File: src/rtl/rst_ctrl_if.sv
// rst_ctrl_if -- signal bundle between the PLL/IO side, the reset controller
// and the machine it resets.
//   locked    : PLL lock flag (asynchronous to clk)
//   btn       : raw user reset button (asynchronous)
//   wdt_kick  : single-cycle watchdog restart strobe from the machine
//   sys_rst_n : registered active-low reset to the machine
//   rst_cause : cause of the last reset (00 power-on, 01 lock, 10 button, 11 wdt)
//   rst_count : saturating count of RUN->reset transitions
// Modport master is the reset controller; slave is the surrounding system.
interface rst_ctrl_if;
   logic       locked;
   logic       btn;
   logic       wdt_kick;
   logic       sys_rst_n;
   logic [1:0] rst_cause;
   logic [7:0] rst_count;

   modport master (
      input  locked, btn, wdt_kick,
      output sys_rst_n, rst_cause, rst_count
   );

   modport slave (
      output locked, btn, wdt_kick,
      input  sys_rst_n, rst_cause, rst_count
   );
endinterface

File: src/rtl/rst_ctrl.sv
// rst_ctrl -- clock-domain reset controller.
// Holds the machine in reset until the PLL is locked, stretches reset for
// HOLD_CYCLES, debounces a user reset button, runs an optional kickable
// watchdog and records the cause and number of resets.
// Ports:
//   clk   : system clock (PLL output)
//   rst_n : asynchronous active-low power-on reset, clears all state
//   bus   : rst_ctrl_if.master (locked, btn, wdt_kick in;
//           sys_rst_n, rst_cause, rst_count out)
module rst_ctrl #(
   parameter int unsigned SYNC_STAGES     = 2,
   parameter int unsigned HOLD_CYCLES     = 16,
   parameter int unsigned DEBOUNCE_CYCLES = 48000,
   parameter int unsigned WDT_CYCLES      = 0,
   parameter bit          BTN_ACTIVE_LOW  = 1'b1
) (
   input  logic        clk,
   input  logic        rst_n,
   rst_ctrl_if.master  bus
);

   localparam int unsigned HOLD_W = (HOLD_CYCLES     > 1) ? $clog2(HOLD_CYCLES)     : 1;
   localparam int unsigned DB_W   = (DEBOUNCE_CYCLES > 1) ? $clog2(DEBOUNCE_CYCLES) : 1;
   localparam int unsigned WDT_W  = (WDT_CYCLES      > 1) ? $clog2(WDT_CYCLES)      : 1;

   localparam logic [HOLD_W-1:0] HOLD_LAST = HOLD_W'(HOLD_CYCLES - 1);
   localparam logic [DB_W-1:0]   DB_LAST   = DB_W'(DEBOUNCE_CYCLES - 1);
   localparam logic [WDT_W-1:0]  WDT_LAST  = WDT_W'((WDT_CYCLES == 0) ? 0 : WDT_CYCLES - 1);
   localparam bit                WDT_EN    = (WDT_CYCLES != 0);

   localparam logic [1:0] CAUSE_LOCK = 2'b01;
   localparam logic [1:0] CAUSE_BTN  = 2'b10;
   localparam logic [1:0] CAUSE_WDT  = 2'b11;

   typedef enum logic [1:0] {
      S_WAIT_LOCK,
      S_HOLD,
      S_RUN
   } state_t;

   // ---------------- synchronisers ----------------
   logic                   btn_norm;
   logic [SYNC_STAGES-1:0] lock_sync_q;
   logic [SYNC_STAGES-1:0] btn_sync_q;
   logic                   locked_s;
   logic                   btn_s;

   // Button normalised so that 1 always means pressed.
   assign btn_norm = BTN_ACTIVE_LOW ? ~bus.btn : bus.btn;

   always_ff @(posedge clk or negedge rst_n) begin
      if (!rst_n) begin
         lock_sync_q <= '0;
         btn_sync_q  <= '0;
      end else begin
         lock_sync_q <= {lock_sync_q[SYNC_STAGES-2:0], bus.locked};
         btn_sync_q  <= {btn_sync_q[SYNC_STAGES-2:0], btn_norm};
      end
   end

   assign locked_s = lock_sync_q[SYNC_STAGES-1];
   assign btn_s    = btn_sync_q[SYNC_STAGES-1];

   // ---------------- debounce ----------------
   logic [DB_W-1:0] db_cnt_q, db_cnt_d;
   logic            btn_db_q, btn_db_d;
   logic            btn_db_dly_q;
   logic            press;

   always_comb begin
      db_cnt_d = db_cnt_q + 1'b1;
      btn_db_d = btn_db_q;
      if (btn_s == btn_db_q) begin
         db_cnt_d = '0;
      end else if (db_cnt_q == DB_LAST) begin
         btn_db_d = btn_s;
         db_cnt_d = '0;
      end
   end

   always_ff @(posedge clk or negedge rst_n) begin
      if (!rst_n) begin
         db_cnt_q     <= '0;
         btn_db_q     <= 1'b0;
         btn_db_dly_q <= 1'b0;
      end else begin
         db_cnt_q     <= db_cnt_d;
         btn_db_q     <= btn_db_d;
         btn_db_dly_q <= btn_db_q;
      end
   end

   assign press = btn_db_q & ~btn_db_dly_q;

   // ---------------- FSM, watchdog, status ----------------
   state_t            state_q, state_d;
   logic [HOLD_W-1:0] hold_cnt_q, hold_cnt_d;
   logic [WDT_W-1:0]  wdt_cnt_q, wdt_cnt_d;
   logic              wdt_expire;
   logic [1:0]        cause_q, cause_d;
   logic [7:0]        count_q, count_d;
   logic              sys_rst_n_q;

   // Counter is parked at zero outside RUN (and when the watchdog is disabled)
   // so every RUN entry starts a fresh timeout.
   always_comb begin
      wdt_cnt_d = '0;
      if (WDT_EN && (state_q == S_RUN) && !bus.wdt_kick)
         wdt_cnt_d = wdt_cnt_q + 1'b1;
   end

   assign wdt_expire = WDT_EN && (wdt_cnt_q == WDT_LAST) && !bus.wdt_kick;

   always_comb begin
      state_d    = state_q;
      hold_cnt_d = '0;
      cause_d    = cause_q;
      count_d    = count_q;
      case (state_q)
         S_WAIT_LOCK: begin
            if (locked_s)
               state_d = S_HOLD;
         end
         S_HOLD: begin
            if (!locked_s)
               state_d = S_WAIT_LOCK;
            else if (btn_db_q)
               hold_cnt_d = '0;
            else if (hold_cnt_q == HOLD_LAST)
               state_d = S_RUN;
            else
               hold_cnt_d = hold_cnt_q + 1'b1;
         end
         S_RUN: begin
            // One exit per cycle: lock loss beats button beats watchdog.
            if (!locked_s) begin
               state_d = S_WAIT_LOCK;
               cause_d = CAUSE_LOCK;
            end else if (press) begin
               state_d = S_HOLD;
               cause_d = CAUSE_BTN;
            end else if (wdt_expire) begin
               state_d = S_HOLD;
               cause_d = CAUSE_WDT;
            end
            if (state_d != S_RUN && count_q != 8'hFF)
               count_d = count_q + 8'd1;
         end
         default: state_d = S_WAIT_LOCK;
      endcase
   end

   // sys_rst_n is loaded from the next state so it is a clean flop output.
   always_ff @(posedge clk or negedge rst_n) begin
      if (!rst_n) begin
         state_q     <= S_WAIT_LOCK;
         hold_cnt_q  <= '0;
         wdt_cnt_q   <= '0;
         cause_q     <= 2'b00;
         count_q     <= 8'd0;
         sys_rst_n_q <= 1'b0;
      end else begin
         state_q     <= state_d;
         hold_cnt_q  <= hold_cnt_d;
         wdt_cnt_q   <= wdt_cnt_d;
         cause_q     <= cause_d;
         count_q     <= count_d;
         sys_rst_n_q <= (state_d == S_RUN);
      end
   end

   assign bus.sys_rst_n = sys_rst_n_q;
   assign bus.rst_cause = cause_q;
   assign bus.rst_count = count_q;

endmodule

File: src/flat_wrapper.sv
// flat-port wrapper written by rule: the top's interface ports become plain ports
module rst_ctrl_flat 
#(
   parameter int unsigned SYNC_STAGES     = 2,
   parameter int unsigned HOLD_CYCLES     = 16,
   parameter int unsigned DEBOUNCE_CYCLES = 48000,
   parameter int unsigned WDT_CYCLES      = 0,
   parameter bit          BTN_ACTIVE_LOW  = 1'b1
)
  (clk, rst_n, bus_locked, bus_btn, bus_wdt_kick, bus_sys_rst_n, bus_rst_cause, bus_rst_count);
  rst_ctrl_if bus_i ();
  input  logic clk;
  input  logic rst_n;
  input wire logic [$bits(bus_i.locked)-1:0] bus_locked;
  input wire logic [$bits(bus_i.btn)-1:0] bus_btn;
  input wire logic [$bits(bus_i.wdt_kick)-1:0] bus_wdt_kick;
  output wire logic [$bits(bus_i.sys_rst_n)-1:0] bus_sys_rst_n;
  output wire logic [$bits(bus_i.rst_cause)-1:0] bus_rst_cause;
  output wire logic [$bits(bus_i.rst_count)-1:0] bus_rst_count;
  assign bus_i.locked = bus_locked;
  assign bus_i.btn = bus_btn;
  assign bus_i.wdt_kick = bus_wdt_kick;
  assign bus_sys_rst_n = bus_i.sys_rst_n;
  assign bus_rst_cause = bus_i.rst_cause;
  assign bus_rst_count = bus_i.rst_count;
  rst_ctrl #(.SYNC_STAGES(SYNC_STAGES), .HOLD_CYCLES(HOLD_CYCLES), .DEBOUNCE_CYCLES(DEBOUNCE_CYCLES), .WDT_CYCLES(WDT_CYCLES), .BTN_ACTIVE_LOW(BTN_ACTIVE_LOW)) u_core (.clk(clk), .rst_n(rst_n), .bus(bus_i));
endmodule
File: config.mk
export PLATFORM = sky130hd
export DESIGN_NAME = rst_ctrl_flat
export DESIGN_NICKNAME = d
export VERILOG_FILES = /design/src/rtl/rst_ctrl_if.sv /design/src/rtl/rst_ctrl.sv /design/src/flat_wrapper.sv
export SDC_FILE = /design/constraint.sdc
export NUM_CORES = 1
export LEC_CHECK = 0
export ABC_AREA = 1
export ABC_CLOCK_PERIOD_IN_PS = 1700
export CORE_ASPECT_RATIO = 1.25
export CORE_MARGIN = 1
export CORE_UTILIZATION = 25
export DETAILED_ROUTE_END_ITERATION = 8
export GPL_ROUTABILITY_DRIVEN = 0
export HOLD_SLACK_MARGIN = 0.05
export PLACE_DENSITY = 0.46
export SYNTH_ARGS = -nofsm -noshare
export SYNTH_HDL_FRONTEND = slang
export SYNTH_SLANG_ARGS = --single-unit
File: constraint.sdc
create_clock -name clk -period 1.7 [get_ports clk]
set_input_delay 0.51 -clock clk [delete_from_list [all_inputs] [get_ports clk]]
set_output_delay 0.51 -clock clk [all_outputs]
set_load 0.05 [all_outputs]
==> impl_metrics.toml <==
[status]
status = "completed"

[synth]
syn-cell-area_sq_mm = 0.00196
yosysTopAreaCell = "dfrtp_1"
avgSynthCellArea_sq_um = 8.08
synth_seq_cells = 39
syn-num-nets = 251
ys_seq_area_share_pct = 49.7
synth_cell_types = 22
yosys_warnings = 0
yosys.area.top_type_share_pct = 49.7
synth_area_leaders = "dfrtp_1 (50%), nand2_1 (11%), nor2_1 (8.8%), nand3_1 (5.6%), inv_1 (5.4%)"
syn-instance-count = 243

[route]
routed_wl_um = 4210
routedWlPerCell_um = 11.6
antenna_left = 0
dr.first_iter.drc_count = 80
vias = 1609
first_pass_iters = 4
drc_errors = 0
viasPerCell = 4.44

[grt]
grt_pass1_vias = 1616
grt_max_degree = 40
grt_overflow_total = 0
antenna_found_initial = 0
grt_pass1_wl_um = 7380
track_usage_pct = 11.8

[floorplan]
io_pins = 16
core-area_sq_mm = 0.00749
dieArea_sq_mm = 0.00822
rows = 35
die_w_um = 81.3
die_h_um = 101
start_util_pct = 26.2

[setup_path]
path_cells = "buf_12"
crit_slowest_cell = "dfrtp_1"
critPathKind = "reg2out"
cp.required_ps = 1190
critical_path.top_delay_family = "flip-flops"
crit_arrival_ps = 1020
critPathMaxStageDelay_ps = 540
critPathBufInv = 1
worstPathMaxFanout = 7
endpoint_kind = "output pin"
cp-start-kind = "register"

[final_layout]
layout-drive-gt1-share_pct = 13.0
final_cell_area_sq_mm = 0.00246
final_cells = 362
final_nets = 277
syn2layout_area_growth_pct = 25.2
fin_util_pct = 32.8
diodes = 0

[cts]
clk_root_buffer_cell = "clkbuf_8"
path_clk_slew_ps = 80
worst_skew_pair.late_latency_ps = 290
cts_setup_buffers = 0
clockBufferDepth = 2
cts-resized-gates = 0
postCtsHoldBufs = 0
numCtsBuffers = 5
htreeDepth = 2
cts_tree = "built"
cts_sinks = 39

[timing]
fin_skew_ps = 9.20
min_period_ps = 1530
fin_hold_ws_ps = 176
worstMarginPinSlew_ps = 324
period_share_pct = 89.7
finalHoldViolations = 0
fin_ws_ps = 175
setup_tns_ps = 0
finalSetupViolCount = 0
rsz0062_at_grt = "no"
max_freq_mhz = 656
max_slew_margin_pct = 78.4
slew_viol_final = 0

[placed_design]
dp_hpwl_um = 3110
place_ws_ps = 180
dp.cells = 354
placed_area_sq_mm = 0.00237
io_buffers = 14

[power_and_ir_drop]
ir_worst_vdd_v = 0.000409
power.leakage_nw = 1.13
power_mw = 1.65
powerDensity_mw_per_mm2 = 670

[min_path]
worstHoldPathType = "in2async"

[flow_run]
drv_cap = 0
layout by cell type (no fill, tap or decap):
master,synthesis,final
nor3_2,2,2
o21ai_2,2,2
nor3b_2,1,1
dfrtp_1,39,39
ha_1,3,3
inv_2,2,2
xor2_1,7,7
o21ai_0,5,5
clkbuf_8,0,5
clkinv_2,0,1
nor2_1,46,46
nor2_4,1,1
buf_12,0,12
buf_2,0,1
o21a_1,1,1
a22oi_1,2,2
nand4_1,10,10
nand2_1,59,59
buf_4,0,4
clkdlybuf4s50_1,0,2
xnor2_1,5,5
nor3_1,1,1
clkinvlp_4,0,1
o32ai_1,1,1
a21oi_1,3,3
nand2_2,2,2
xor2_2,1,1
inv_1,28,28
nand3_1,22,22
clkbuf_1,0,1
registers in the layout (all words and copies together), names as in the netlist:
register / flops
u_core.bus.sys_rst_n: 1
u_core.bus.rst_count: 8
u_core.btn_sync_q: 2
u_core.btn_db_dly_q: 1
u_core.lock_sync_q: 2
u_core.btn_db_q: 1
u_core.bus.rst_cause: 2
u_core.hold_cnt_q: 4
u_core.state_q: 2
u_core.db_cnt_q: 16
final timing paths:
kind | startpoint | to | slack [ps] | depth (start not counted)
min in group clk | u_core.btn_sync_q[0] | u_core.btn_sync_q[1] | 350 | 0
setup / recovery | u_core.bus.rst_count[4] | bus_rst_count[4] | 170 | 1
setup reg to reg | u_core.bus.rst_count[1] | u_core.bus.rst_count[2] | 190 | 7
hold / removal | rst_n | u_core.bus.rst_cause[1] | 180 | 2
hold reg to reg | u_core.btn_sync_q[0] | u_core.btn_sync_q[1] | 350 | 0
max in group asynchronous | rst_n | u_core.db_cnt_q[10] | 1330 | 2
layer usage:
metal | share of wire (%) | track usage, %
met3 | 2.6 | 2.71
met4 | 1.6 | 4.12
met1 | 46 | 13.5
met5 | 0 | 0
met2 | 50 | 21.1
report_power, final:
group | total, mW | internal, mW | switching (mW) | leakage [nW]
registers | 0.956 | 0.942 | 0.0140 | 0.529
logic | 0.0670 | 0.0251 | 0.0419 | 0.565
clock network | 0.624 | 0.287 | 0.337 | 0.0412
total | 1.65 | 1.25 | 0.393 | 1.13
kinds of logic after synthesis:
kind of cell	after synthesis	synth area share (%)
fa+ha+maj	3	1.91
flops	39	49.7
buf+inv	30	5.73
simple gates	144	32.0
compound gates	14	4.52
xor+xnor	13	6.18
area by class of cell:
class | count | area, sq um
Clock buffer | 6 | 72.6
Sequential cell | 39 | 976
Tap cell | 92 | 115
Inverter | 30 | 113
Multi-Input combinational cell | 174 | 876
Fill cell | 773 | 5030
Clock inverter | 2 | 12.5
Timing Repair Buffer | 19 | 295
Yosys cell counts:
cell type,n
inv_2,2
xnor2_1,5
a22oi_1,2
o21ai_0,5
o32ai_1,1
nand3_1,22
nor3b_2,1
xor2_2,1
ha_1,3
nor2_4,1
nor2_1,46
nand2_2,2
xor2_1,7
dfrtp_1,39
inv_1,28
o21a_1,1
nor3_1,1
nor3_2,2
a21oi_1,3
nand4_1,10
o21ai_2,2
nand2_1,59
Note: power is estimated with default switching activity, not from simulation.
